File: config.mk
export PLATFORM = sky130hd
export DESIGN_NAME = flappy_score_ctrl
export DESIGN_NICKNAME = d
export VERILOG_FILES = /design/src/rtl/flappy_score_ctrl.sv
export SDC_FILE = /design/constraint.sdc
export NUM_CORES = 1
export LEC_CHECK = 0
export BUFFER_PORTS_ARGS = -buffer_cell sky130_fd_sc_hd__buf_2
export CAP_MARGIN = 0
export CELL_PAD_IN_SITES_DETAIL_PLACEMENT = 1
export CELL_PAD_IN_SITES_GLOBAL_PLACEMENT = 2
export CORE_MARGIN = 2
export CORE_UTILIZATION = 34
export CTS_BUF_LIST = sky130_fd_sc_hd__clkbuf_8
export CTS_CLUSTER_SIZE = 25
export DETAILED_ROUTE_END_ITERATION = 16
export HOLD_SLACK_MARGIN = 0.1
export PLACE_DENSITY = 0.88
export SETUP_SLACK_MARGIN = 0.4
export SKIP_CTS_REPAIR_TIMING = 1
export SYNTH_ARGS = -nofsm -noshare
export SYNTH_HDL_FRONTEND = slang
export SYNTH_SLANG_ARGS = --single-unit
File: constraint.sdc
create_clock -name clk -period 2.64 [get_ports clk]
set_clock_uncertainty 0.2 [all_clocks]
set_input_delay 0.528 -clock clk [delete_from_list [all_inputs] [get_ports clk]]
set_output_delay 0.528 -clock clk [all_outputs]
set_load 0.005 [all_outputs]
File: src/rtl/flappy_score_ctrl.sv
// Game-state and score controller: counts pipe passes in BCD, tracks the session high score, sequences IDLE/PLAY/DYING/DEAD.
// Latency: every output updates one cycle after the input that causes it (no combinational input-to-output path).
// Backpressure: none; frame_tick/pipe_pass pulses are consumed in the cycle they arrive, presses outside IDLE/DEAD are dropped.
//
// Ports:
//   clk, reset            rising-edge clock, synchronous active-high reset (clears high score too)
//   frame_tick            one-cycle pulse per video frame (drives DYING length and DEAD display toggling)
//   start_btn             debounced button level; a rising edge is a "press"
//   pipe_pass, collision  events from the pipe/collision logic
//   state                 IDLE=0, PLAY=1, DYING=2, DEAD=3
//   is_dead               high in every state except PLAY
//   score_bcd, high_bcd   packed 3-digit BCD {hundreds, tens, ones}
//   disp_bcd, show_high   digit source for the seg7 stage and which value it is
//   new_high              last finished game beat the stored high score
//   score_inc             one-cycle pulse per accepted (non-saturated) increment
module flappy_score_ctrl #(
    parameter int DEATH_FRAMES = 60,
    parameter int ALT_FRAMES   = 90,
    parameter int FRAME_CNT_W  = 8
) (
    input  logic        clk,
    input  logic        reset,
    input  logic        frame_tick,
    input  logic        start_btn,
    input  logic        pipe_pass,
    input  logic        collision,
    output logic [1:0]  state,
    output logic        is_dead,
    output logic [11:0] score_bcd,
    output logic [11:0] high_bcd,
    output logic [11:0] disp_bcd,
    output logic        show_high,
    output logic        new_high,
    output logic        score_inc
);

    typedef enum logic [1:0] {
        S_IDLE  = 2'd0,
        S_PLAY  = 2'd1,
        S_DYING = 2'd2,
        S_DEAD  = 2'd3
    } state_t;

    localparam logic [FRAME_CNT_W-1:0] DEATH_LAST = FRAME_CNT_W'(DEATH_FRAMES - 1);
    localparam logic [FRAME_CNT_W-1:0] ALT_LAST   = FRAME_CNT_W'(ALT_FRAMES - 1);
    localparam logic [11:0]            SCORE_MAX  = 12'h999;

    state_t                 state_q, state_d;
    logic [11:0]            score_q, score_d;
    logic [11:0]            high_q, high_d;
    logic                   show_high_q, show_high_d;
    logic                   new_high_q, new_high_d;
    logic                   score_inc_q, score_inc_d;
    logic [FRAME_CNT_W-1:0] frame_cnt_q, frame_cnt_d;
    logic                   btn_q, btn_d;
    logic                   press;

    // Three-digit BCD increment with ripple carry; never called at 999.
    function automatic logic [11:0] bcd_inc(input logic [11:0] v);
        logic [3:0] ones;
        logic [3:0] tens;
        logic [3:0] hund;
        ones = v[3:0];
        tens = v[7:4];
        hund = v[11:8];
        if (ones == 4'd9) begin
            ones = 4'd0;
            if (tens == 4'd9) begin
                tens = 4'd0;
                hund = hund + 4'd1;
            end else begin
                tens = tens + 4'd1;
            end
        end else begin
            ones = ones + 4'd1;
        end
        return {hund, tens, ones};
    endfunction

    // btn_q resets to 1 so a button held through reset is not seen as a press.
    assign press = start_btn & ~btn_q;

    always_comb begin
        state_d     = state_q;
        score_d     = score_q;
        high_d      = high_q;
        show_high_d = show_high_q;
        new_high_d  = new_high_q;
        score_inc_d = 1'b0;
        frame_cnt_d = frame_cnt_q;
        btn_d       = start_btn;

        unique case (state_q)
            S_IDLE: begin
                if (press) begin
                    state_d     = S_PLAY;
                    frame_cnt_d = '0;
                end
            end
            S_PLAY: begin
                // Collision wins over a same-cycle pipe_pass; high score is settled here.
                if (collision) begin
                    state_d     = S_DYING;
                    frame_cnt_d = '0;
                    if (score_q > high_q) begin
                        high_d     = score_q;
                        new_high_d = 1'b1;
                    end else begin
                        new_high_d = 1'b0;
                    end
                end else if (pipe_pass && (score_q != SCORE_MAX)) begin
                    score_d     = bcd_inc(score_q);
                    score_inc_d = 1'b1;
                end
            end
            S_DYING: begin
                if (frame_tick) begin
                    if (frame_cnt_q == DEATH_LAST) begin
                        state_d     = S_DEAD;
                        frame_cnt_d = '0;
                    end else begin
                        frame_cnt_d = frame_cnt_q + FRAME_CNT_W'(1);
                    end
                end
            end
            S_DEAD: begin
                // A press beats a same-cycle frame_tick, so show_high is cleared rather than toggled.
                if (press) begin
                    state_d     = S_IDLE;
                    score_d     = '0;
                    new_high_d  = 1'b0;
                    show_high_d = 1'b0;
                    frame_cnt_d = '0;
                end else if (frame_tick) begin
                    if (frame_cnt_q == ALT_LAST) begin
                        show_high_d = ~show_high_q;
                        frame_cnt_d = '0;
                    end else begin
                        frame_cnt_d = frame_cnt_q + FRAME_CNT_W'(1);
                    end
                end
            end
            default: state_d = S_IDLE;
        endcase
    end

    always_ff @(posedge clk) begin
        if (reset) begin
            state_q     <= S_IDLE;
            score_q     <= '0;
            high_q      <= '0;
            show_high_q <= 1'b0;
            new_high_q  <= 1'b0;
            score_inc_q <= 1'b0;
            frame_cnt_q <= '0;
            btn_q       <= 1'b1;
        end else begin
            state_q     <= state_d;
            score_q     <= score_d;
            high_q      <= high_d;
            show_high_q <= show_high_d;
            new_high_q  <= new_high_d;
            score_inc_q <= score_inc_d;
            frame_cnt_q <= frame_cnt_d;
            btn_q       <= btn_d;
        end
    end

    assign state     = state_q;
    assign is_dead   = (state_q != S_PLAY);
    assign score_bcd = score_q;
    assign high_bcd  = high_q;
    assign show_high = show_high_q;
    assign new_high  = new_high_q;
    assign score_inc = score_inc_q;
    assign disp_bcd  = show_high_q ? high_q : score_q;

endmodule

# Yosys cells after proc, flatten, opt, wreduce, memory -nomap -nowiden
# Cells that the tools add are included.
# Widths: inputs -> output; s select.
dict set report totals {
  input_bits 6
  out_inout_bits 42
  register_bits 38
}
dict set report op_classes {
  magnitude_cmp 1
  n_bitwise 4
  mux 32
  eq_ne 19
  reduce_logical 14
  addsub 4
}
# operator count
set ops {}
lappend ops {{$mux 8} 7}
lappend ops {{$mux 12} 4}
lappend ops {{$pmux 8 s4} 1}
lappend ops {{$pmux 12 s2} 1}
lappend ops {{$mux 4} 5}
lappend ops {{$ne 2x2->1 const B} 9}
lappend ops {{$add 4x1->4 const B} 3}
lappend ops {{$gt 12x12->1} 1}
lappend ops {{$ne 12x12->1 const B} 1}
lappend ops {{$mux 2} 5}
lappend ops {{$reduce_and 5->1} 2}
lappend ops {{$reduce_and 3->1} 3}
lappend ops {{$add 8x1->8 const B} 1}
lappend ops {{$eq 4x4->1 const B} 2}
lappend ops {{$eq 8x6->1 const B} 1}
lappend ops {{$eq 8x7->1 const B} 1}
lappend ops {{$pmux 2 s4} 1}
lappend ops {{$reduce_and 4->1} 2}
lappend ops {{$mux 1} 7}
lappend ops {{$reduce_and 6->1} 1}
lappend ops {{$reduce_bool 2->1} 3}
lappend ops {{$eq 2x2->1 const B} 2}
lappend ops {{$ne 3x3->1 const B} 1}
lappend ops {{$not 1->1} 3}
lappend ops {{7 further kinds} 7}

# Longest topological paths before layout
# Gate-level depths: netlist of the first run.
dict set report logic_depth {
  ltp_word 6
  ltp_mapped 8
}

# Worst setup path after synthesis of the first run
# OpenSTA, ideal clock, no wires.
dict set report synth_timing {
  path_type {register -> register}
  from {register score_q[3] (netlist: score_bcd[3])}
  to {register high_q[10] (netlist: high_bcd[10])}
  path_slack_ns 0.387
  setup_time_ns 0.152
  path_buffers 1
  required_ns 2.288
  path_stages_with_launch 8
  arrival_ns 1.902
  cell_sequence {dfxtp_1 -> ha_1 -> and4b_1 -> a211oi_1 -> clkbuf_1 -> nor4_1 -> a31oi_1 -> o311ai_0}
}
dict set report synth_between {
  elab_chain_len 2
}
# element line
set synth_lines {}
lappend synth_lines {{start, declared} 49} ;# logic [11:0] score_q, score_d;
lappend synth_lines {{start signal, assigned} 159} ;# score_q <= score_d;
lappend synth_lines {{$gt 12x12->1} 105} ;# if (score_q > high_q) begin
lappend synth_lines {{$reduce_and 3->1 (no source line)} -}
lappend synth_lines {{end signal, assigned} 160} ;# high_q <= high_d;
lappend synth_lines {{end, declared} 50} ;# logic [11:0] high_q, high_d;
# No other way between the ends.
# A chain may end at the register's enable or synchronous reset.

# Worst setup path in the final report of the first run
dict set report layout_timing {
  from {register high_q[7] (netlist: high_bcd[7])}
  to {register new_high_q (netlist: new_high)}
}
dict set report layout_between {
  elab_chain_len 4
}
# element line
set layout_lines {}
lappend layout_lines {{$gt 12x12->1} 105}
lappend layout_lines {{$mux 1} 105}
lappend layout_lines {{$mux 1} 102} ;# if (collision) begin
lappend layout_lines {{$pmux 1 s2} 93} ;# unique case (state_q)
lappend layout_lines {{end signal, assigned} 162} ;# new_high_q <= new_high_d;
lappend layout_lines {{end, declared} 52} ;# logic new_high_q, new_high_d;
# No other way between the ends. The select of a mux whose other input is x is not followed.

==> results of run 1 <==
## worst max-delay path, cell delays in order (launching register included)
cell and delay [ns]:
dfxtp_4 0.40, inv_4 0.04, ha_4 0.26, nand4_1 0.14
or2_1 0.30, or2_4 0.26, buf_6 0.14, a211o_1 0.32
a21oi_2 0.13
## layout by cell type (no fill, tap or decap), types with 4 or more instances in the layout
cell type	n
a21oi_1	14
a21oi_2	4
a31oi_1	13
a32oi_1	5
and2_1	5
buf_2	48
buf_4	41
clkbuf_8	6
dfxtp_1	22
dfxtp_2	5
dfxtp_4	11
ha_1	16
ha_4	8
inv_1	15
inv_2	5
mux2_2	8
mux2i_1	4
nand2_1	31
nand3_1	7
nand4_1	18
nor2_1	12
nor4_1	12
o21ai_0	16
o311ai_0	8
o31ai_1	5
## worst paths after layout
kind	from	to	slack, ns
worst max-delay path	high_bcd[7]	new_high	0.37
worst min-delay path	collision	score_inc	0.24
worst max register to register	high_bcd[7]	new_high	0.37
worst min register to register	frame_cnt_q[7]	frame_cnt_q[7]	0.32
## registers in the layout, indices dropped and copies added (netlist names)
register and cells:
btn_q 1, frame_cnt_q 8, high_bcd 12, new_high 1, score_bcd 12, score_inc 1, show_high 1, state 2
## cell type report
| cell class | instances | share of cell area |
|---|---|---|
| Tap cell | 102 | 0.03441 |
| Multi-Input combinational cell | 246 | 0.5155 |
| Inverter | 23 | 0.02463 |
| Timing Repair Buffer | 94 | 0.1690 |
| Sequential cell | 38 | 0.2179 |
| Clock inverter | 2 | 0.01619 |
| Clock buffer | 6 | 0.02227 |
## per-stage QoR
stage	std cells	hold WS [ns]	power [mW]
finish	511	0.2376	2.896
global route	511	0.2444	3.064
CTS	490	0.2292	2.533
detailed placement	482	0.2785	1.893
global placement	482	0.2708	1.840
floorplan	326	0.2633	1.403
## layer usage
layer	up-vias	GRT usage	routed length (um)
li1	1402	-	-
met1	1462	0.2681	4261
met2	76	0.3175	4753
met3	14	0.03824	457
met4	0	0.04726	140
met5	-	0	0
## report_power, final
group | total (mW) | internal (mW) | switching, mW | leakage [nW]
logic | 1.55 | 0.664 | 0.890 | 1.08
clock network | 0.638 | 0.404 | 0.234 | 0.0714
registers | 0.704 | 0.623 | 0.0805 | 0.318
total | 2.90 | 1.69 | 1.21 | 1.47
## cells by family after synthesis
group	count (synthesis)
compound gates	89
xor+xnor	1
fa+ha+maj	25
buf+inv	42
flops	38
mux	12
simple gates	119
==> impl_metrics.py, run 1 <==
metrics = {
    "synthesis": {
        "syn_area_um2": 2651,
        "synth_seq_cells": 38,
        "synth_top_family_by_area": "simple AND/OR/NAND/NOR gates",
        "synthMuxAreaShare": 0.04908,
        "ys.warnings.count": 0,
        "synth.most_common_cell": "dfxtp_1",
        "yosysTopAreaCell": "dfxtp_1",
        "synthFlopType": "dfxtp_1",
        "synthSimpleGateAreaFrac": 0.2553,
        "synth_cell_types": 58,
        "synthArstFlopShare": 0,
        "avgSynthCellArea_um2": 8.133,
        "synth_common_cells": "38 x dfxtp_1, 31 x nand2_1, 25 x ha_1, 22 x inv_1",
        "yosysSeqAreaShare": 0.2869,
        "synth-edff-count": 0,
        "synth_top_area_frac": 0.2869,
        "synthXorXnorAreaFrac": 0.003303,
        "synth.net_count": 357,
        "synth_compound_area_frac": 0.2251,
        "synth_area_leaders": "dfxtp_1 29%, ha_1 12%, nand2_1 4.4%, nand4_1 4.2%, o311ai_0 3.6%",
        "syn_inst": 326,
        "synth_adder_area_share": 0.1180,
    },
    "floorplan": {
        "fp.dieW_um": 92.31,
        "die_area_um2": 8520,
        "fp-row-count": 32,
        "initial_core_util": 0.3467,
        "num_io_pins": 48,
        "die_h_um": 92.31,
        "coreArea_um2": 7647,
    },
    "outcome": {
        "status": "finished, final reports clean",
    },
    "clock_network": {
        "clockBufferDepth": 2,
        "insertion_delay_ns": 0.30,
        "tritoncts.num_buffers": 5,
        "h-tree-depth": 2,
        "cts_tree": "yes",
        "clk_pin_slew_ns": 0.09,
        "clockRootBuffer": "clkbuf_8",
        "cts_sinks": 38,
    },
    "timing": {
        "period_minus_slack_ns": 2.269,
        "slew_headroom": 0.7477,
        "drv_slew": 0,
        "fin_ws_ns": 0.3709,
        "rsz0062_at_grt": "true",
        "fmax_ghz": 0.4407,
        "period_share": 0.8595,
        "tightest_slew_ns": 0.3736,
        "timing.setup.tns_ns": 0,
        "setup_viol": 0,
        "hold_viol": 0,
    },
    "route": {
        "drc": 0,
        "postRouteAntennaNets": 0,
        "via_per_inst": 5.781,
        "wl_per_cell_um": 18.81,
        "drt-total-wl_um": 9612,
        "num_vias": 2954,
        "drt-initial-drc-count": 148,
        "firstDrtPassIters": 4,
    },
    "layout": {
        "final.fill_count": 922,
        "final_util": 0.4849,
        "regArea_um2": 808.3,
        "area_growth_pct": 39.88,
        "multi_input_area_um2": 1912,
        "diodes": 0,
        "layout-drive-gt1-share": 0.4059,
        "nNetsFinal": 439,
        "final_cell_area_um2": 3709,
    },
    "power_and_ir_drop": {
        "p_per_area_nw_per_um2": 780.8,
        "vdd_drop_max_v": 0.0003505,
        "p_leak_nw": 1.469,
    },
    "critical_path": {
        "reg2reg_depth": 8,
        "endpoint_kind": "flip-flop",
        "worstPathRequired_ns": 2.67,
        "critPathKind": "reg -> reg",
        "crit_fanout": 7,
        "crit_arrival_ns": 2.30,
        "crit_path_start_kind": "flip-flop",
    },
    "global_routing": {
        "grt_pass1_wl_um": 13600,
        "antenna_found_initial": 0,
        "grt_start_max_net_pins": 35,
        "grt-ovfl-total": 0,
        "track_usage": 0.1958,
        "grt_pass1_vias": 2709,
    },
    "placed_design": {
        "dpl_cell_area_um2": 3146,
        "place_ws_ns": 0.1595,
        "hpwlAfterDp_um": 6132,
        "io_buffers": 47,
        "place_congestion": 0.8743,
    },
    "min_path": {
        "hold_depth": 2,
        "hold_class": "in -> reg",
    },
    "run": {
        "cap_violations": 0,
    },
}
Note: power is estimated with default switching activity, not from simulation.
==> inputs of run 2 (changes only) <==
==> constraint.sdc (replaced) <==
create_clock -name clk -period 2.64 [get_ports clk]
set_clock_uncertainty 0.2 [all_clocks]
set_input_delay 0.528 -clock clk [delete_from_list [all_inputs] [get_ports clk]]
set_output_delay 0.528 -clock clk [all_outputs]
set_load 0.02 [all_outputs]
==> impl_metrics.py, run 2 (synthesis results as in run 1) <==
metrics = {
    "global_routing": {
        "grt_start_max_net_pins": 39,
        "track_usage": 0.1997,
        "grt-ovfl-total": 0,
        "grt_pass1_vias": 2773,
        "antenna_found_initial": 0,
        "grt_pass1_wl_um": 13860,
    },
    "placed_design": {
        "place_congestion": 0.8336,
        "place_inst": 477,
        "dpl_cell_area_um2": 3147,
        "io_buffers": 47,
        "hpwlAfterDp_um": 6027,
    },
    "critical_path": {
        "reg2reg_slack_ns": 0.26,
        "endpoint_kind": "flip-flop",
        "crit_path_start_kind": "flip-flop",
        "critPathKind": "reg -> reg",
        "worstPathRequired_ns": 2.60,
        "crit_arrival_ns": 2.34,
        "crit_fanout": 8,
    },
    "route": {
        "drt-initial-drc-count": 130,
        "num_vias": 2849,
        "drt-total-wl_um": 9360,
        "postRouteAntennaNets": 0,
        "firstDrtPassIters": 4,
        "via_per_inst": 5.721,
        "drc": 0,
        "wl_per_cell_um": 18.80,
    },
    "clock_network": {
        "clockRootBuffer": "clkbuf_8",
        "cts_tree": "yes",
        "cts_sinks": 38,
        "h-tree-depth": 2,
        "clk_pin_slew_ns": 0.08,
        "tritoncts.num_buffers": 5,
        "insertion_delay_ns": 0.29,
        "clockBufferDepth": 2,
    },
    "outcome": {
        "status": "finished, final reports clean",
    },
    "min_path": {
        "hold_class": "in -> reg",
    },
    "floorplan": {
        "fp-row-count": 32,
        "die_area_um2": 8520,
        "die_h_um": 92.31,
        "coreArea_um2": 7647,
        "fp.dieW_um": 92.31,
        "initial_core_util": 0.3467,
        "num_io_pins": 48,
    },
    "timing": {
        "rsz0062_at_grt": "true",
        "drv_slew": 0,
        "tightest_slew_ns": 0.4385,
        "timing.setup.tns_ns": 0,
        "fmax_ghz": 0.4203,
        "period_minus_slack_ns": 2.379,
        "setup_viol": 0,
        "hold_viol": 0,
        "period_share": 0.9012,
        "slew_headroom": 0.7076,
    },
    "layout": {
        "regArea_um2": 804.5,
        "diodes": 0,
        "final.fill_count": 915,
        "final_common_cell": "buf_2",
        "final_cell_area_um2": 3551,
        "final_cells": 498,
        "multi_input_area_um2": 1861,
        "nNetsFinal": 426,
        "area_growth_pct": 33.93,
        "final_cell_mix": "47 x buf_2, 31 x nand2_1, 28 x buf_4",
        "layout-drive-gt1-share": 0.3687,
    },
    "power_and_ir_drop": {
        "power_mw": 2.718,
        "vdd_drop_max_v": 0.0004272,
        "p_leak_nw": 1.384,
        "p_per_area_nw_per_um2": 765.4,
    },
    "run": {
        "cap_violations": 0,
    },
}
==> run 2: changes by cell type in the layout (fill, tap and decap cells not counted), moves of 3 or more <==
cell and change:
dfxtp_1 -5, buf_4 -13, a21oi_2 -3, a21oi_1 +3
inv_2 -3, nor4_2 -3, dfxtp_4 -4, inv_1 +5
dfxtp_2 +9, nor4_1 +3
==> run 2: metal layers <==
| layer | routed length (um) | global-route usage | up-vias |
|---|---|---|---|
| met1 | 4328 | 0.2699 | 1419 |
| met4 | 59 | 0.04353 | 0 |
| met2 | 4730 | 0.3352 | 54 |
| met5 | 0 | 0 | - |
| li1 | - | - | 1370 |
| met3 | 241 | 0.03255 | 6 |
==> run 2: critical path: stages, from the launching register on <==
cell	delay (ns)
dfxtp_4	0.37
inv_1	0.06
ha_1	0.28
nand4_1	0.14
buf_4	0.17
o31ai_4	0.37
clkbuf_16	0.22
nor4_1	0.05
a31oi_1	0.20
o311ai_1	0.17
==> run 2: path summary, 6_finish.rpt <==
path / cells past startpoint / endpoint / startpoint
setup reg to reg: 9 / high_bcd[3] / high_bcd[4]
hold reg to reg: 2 / frame_cnt_q[1] / frame_cnt_q[1]
setup / recovery: 9 / high_bcd[3] / high_bcd[4]
hold / removal: 2 / score_inc / collision
==> run 2: metrics by stage <==
stage,util,hold WS [ns],worst slack (ns)
after floorplan,-,0.2633,0.4020
after global placement,0.4115,0.2980,0.4049
after detailed placement,0.4115,0.3116,0.3325
after CTS,0.4264,0.2163,0.2404
after global routing,0.4643,0.2360,0.1623
final,0.4643,0.2310,0.2608
==> run 2: report_power, final <==
| group | internal [mW] | switching (mW) | leakage, nW |
|---|---|---|---|
| clock network | 0.281 | 0.232 | 0.0504 |
| logic | 0.592 | 0.916 | 1.01 |
| registers | 0.623 | 0.0738 | 0.320 |
| total | 1.50 | 1.22 | 1.38 |
==> run 2: layout make-up <==
type | instances | area share
Multi-Input combinational cell | 246 | 0.5240
Sequential cell | 38 | 0.2266
Timing Repair Buffer | 81 | 0.1572
Tap cell | 102 | 0.03594
Inverter | 23 | 0.02431
Clock buffer | 5 | 0.01938
Clock inverter | 3 | 0.01268
==> inputs of run 3 (changes only) <==
--- a/config.mk
+++ b/config.mk
@@ -9,7 +9,7 @@
 export CAP_MARGIN = 0
 export CELL_PAD_IN_SITES_DETAIL_PLACEMENT = 1
 export CELL_PAD_IN_SITES_GLOBAL_PLACEMENT = 2
-export CORE_MARGIN = 2
+export CORE_MARGIN = 4
 export CORE_UTILIZATION = 34
 export CTS_BUF_LIST = sky130_fd_sc_hd__clkbuf_8
 export CTS_CLUSTER_SIZE = 25
==> impl_metrics.py, run 3 (synthesis results as in run 1) <==
metrics = {
    "route": {
        "via_per_inst": 5.798,
        "drt-initial-drc-count": 143,
        "firstDrtPassIters": 5,
        "num_vias": 2922,
        "wl_per_cell_um": 18.83,
        "drc": 0,
        "postRouteAntennaNets": 0,
        "drt-total-wl_um": 9489,
    },
    "critical_path": {
        "crit_arrival_ns": 2.31,
        "path_cells": "inv_1 > ha_1 > nand4_1 > o31ai_4 > buf_4 > clkbuf_16 > nor4_1 > a31oi_1 > o311ai_1",
        "rr_endpoint": "high_bcd[11]",
        "endpoint_kind": "flip-flop",
        "reg2reg_slack_ns": 0.30,
        "cp_slowest_cell": "o31ai_4",
        "critPathKind": "reg -> reg",
        "cpPeakStageDelay_ns": 0.43,
        "crit_path_start_kind": "flip-flop",
        "reg2reg_depth": 9,
        "crit_fanout": 5,
        "worstPathRequired_ns": 2.61,
        "worstReg2RegStart": "high_bcd[8]",
    },
    "global_routing": {
        "grt_pass1_vias": 2688,
        "grt-ovfl-total": 0,
        "grt_pass1_wl_um": 13700,
        "antenna_found_initial": 0,
        "track_usage": 0.1862,
        "grt_start_max_net_pins": 39,
    },
    "layout": {
        "final_cell_mix": "49 x buf_2, 31 x nand2_1, 31 x buf_4",
        "diodes": 0,
        "nNetsFinal": 437,
        "final_common_cell": "buf_2",
        "layout-drive-gt1-share": 0.4173,
        "area_growth_pct": 41.20,
    },
    "min_path": {
        "hold_class": "in -> reg",
        "hold_depth": 2,
        "hold_end": "score_inc",
        "holdCritStartpoint": "collision",
    },
    "timing": {
        "period_minus_slack_ns": 2.339,
        "rsz0062_at_grt": "true",
        "fmax_ghz": 0.4276,
        "drv_slew": 0,
        "period_share": 0.8859,
        "tightest_slew_ns": 0.3903,
        "hold_viol": 0,
        "timing.setup.tns_ns": 0,
        "slew_headroom": 0.7398,
        "setup_viol": 0,
    },
    "placed_design": {
        "hpwlAfterDp_um": 6207,
        "io_buffers": 47,
        "place_congestion": 0.8417,
    },
    "clock_network": {
        "insertion_delay_ns": 0.29,
        "cts_sinks": 38,
        "clockBufferDepth": 2,
        "clockRootBuffer": "clkbuf_8",
        "cts_tree": "yes",
        "tritoncts.num_buffers": 5,
        "clk_pin_slew_ns": 0.08,
        "h-tree-depth": 2,
    },
    "floorplan": {
        "coreArea_um2": 7408,
        "die_area_um2": 9275,
        "initial_core_util": 0.3579,
        "num_io_pins": 48,
        "die_h_um": 96.31,
        "fp-row-count": 31,
        "fp.dieW_um": 96.31,
    },
    "power_and_ir_drop": {
        "p_per_area_nw_per_um2": 759.8,
        "vdd_drop_max_v": 0.0004035,
        "p_leak_nw": 1.457,
        "power_mw": 2.844,
    },
    "outcome": {
        "status": "finished, final reports clean",
    },
    "run": {
        "cap_violations": 0,
    },
}
[run 3: worst max-delay path by stage]
stage / from / end / slack, ns / depth (start not counted)
6_report: high_bcd[8] / high_bcd[11] / 0.30 / 9
5_1_grt: high_bcd[8] / high_bcd[11] / 0.20 / 9
4_1_cts: high_bcd[10] / high_bcd[5] / 0.20 / 8
3_5_place_dp: high_bcd[10] / high_bcd[5] / 0.21 / 8
3_3_place_gp: high_bcd[10] / high_bcd[10] / 0.31 / 8
2_1_floorplan: high_bcd[7] / high_bcd[11] / 0.40 / 8
[run 3: worst max-delay path: cells and delay by family, from the launching register on]
| family | cells | cell delay (ns) |
|---|---|---|
| AO/OA/AOI/OAI | 3 | 0.69 |
| buffers and inverters | 3 | 0.39 |
| flip-flops | 1 | 0.36 |
| AND/OR/NAND/NOR | 2 | 0.30 |
| adder cells (fa/ha/maj) | 1 | 0.28 |
[run 3: layer usage]
metal	share of wire	GRT usage	vias to the layer above	wire (um)
met5	0	0	-	0
met1	0.46	0.2612	1444	4384
met3	0.047	0.02580	11	445
li1	-	-	1391	-
met4	0.013	0.03505	0	125
met2	0.48	0.3053	76	4533
[run 3: cell type report]
cell class	instances	area [um2]
fill	873	3665
inverter	23	86.33
timing repair buffer	92	670.6
tap	99	123.9
sequential	38	809.5
multi-input combinational	246	1971
clock buffer	6	82.58
[run 3: where the power goes]
part | switching (mW) | internal [mW]
clock | 0.201 | 0.202
sequential | 0.0761 | 0.624
combinational | 1.04 | 0.706
total | 1.31 | 1.53
[run 3: per-stage QoR]
| stage | worst slack [ns] | utilization | hold slack (ns) | instance area (um2) | cells |
|---|---|---|---|---|---|
| 2_1_floorplan | 0.4020 | - | 0.2633 | 2683 | 326 |
| 3_3_place_gp | 0.3147 | 0.4216 | 0.2941 | 3123 | 473 |
| 3_5_place_dp | 0.2142 | 0.4216 | 0.3153 | 3123 | 473 |
| 4_1_cts | 0.1997 | 0.4327 | 0.2303 | 3206 | 479 |
| 5_1_grt | 0.2013 | 0.5053 | 0.2533 | 3744 | 504 |
| 6_report | 0.3013 | 0.5053 | 0.2540 | 3744 | 504 |
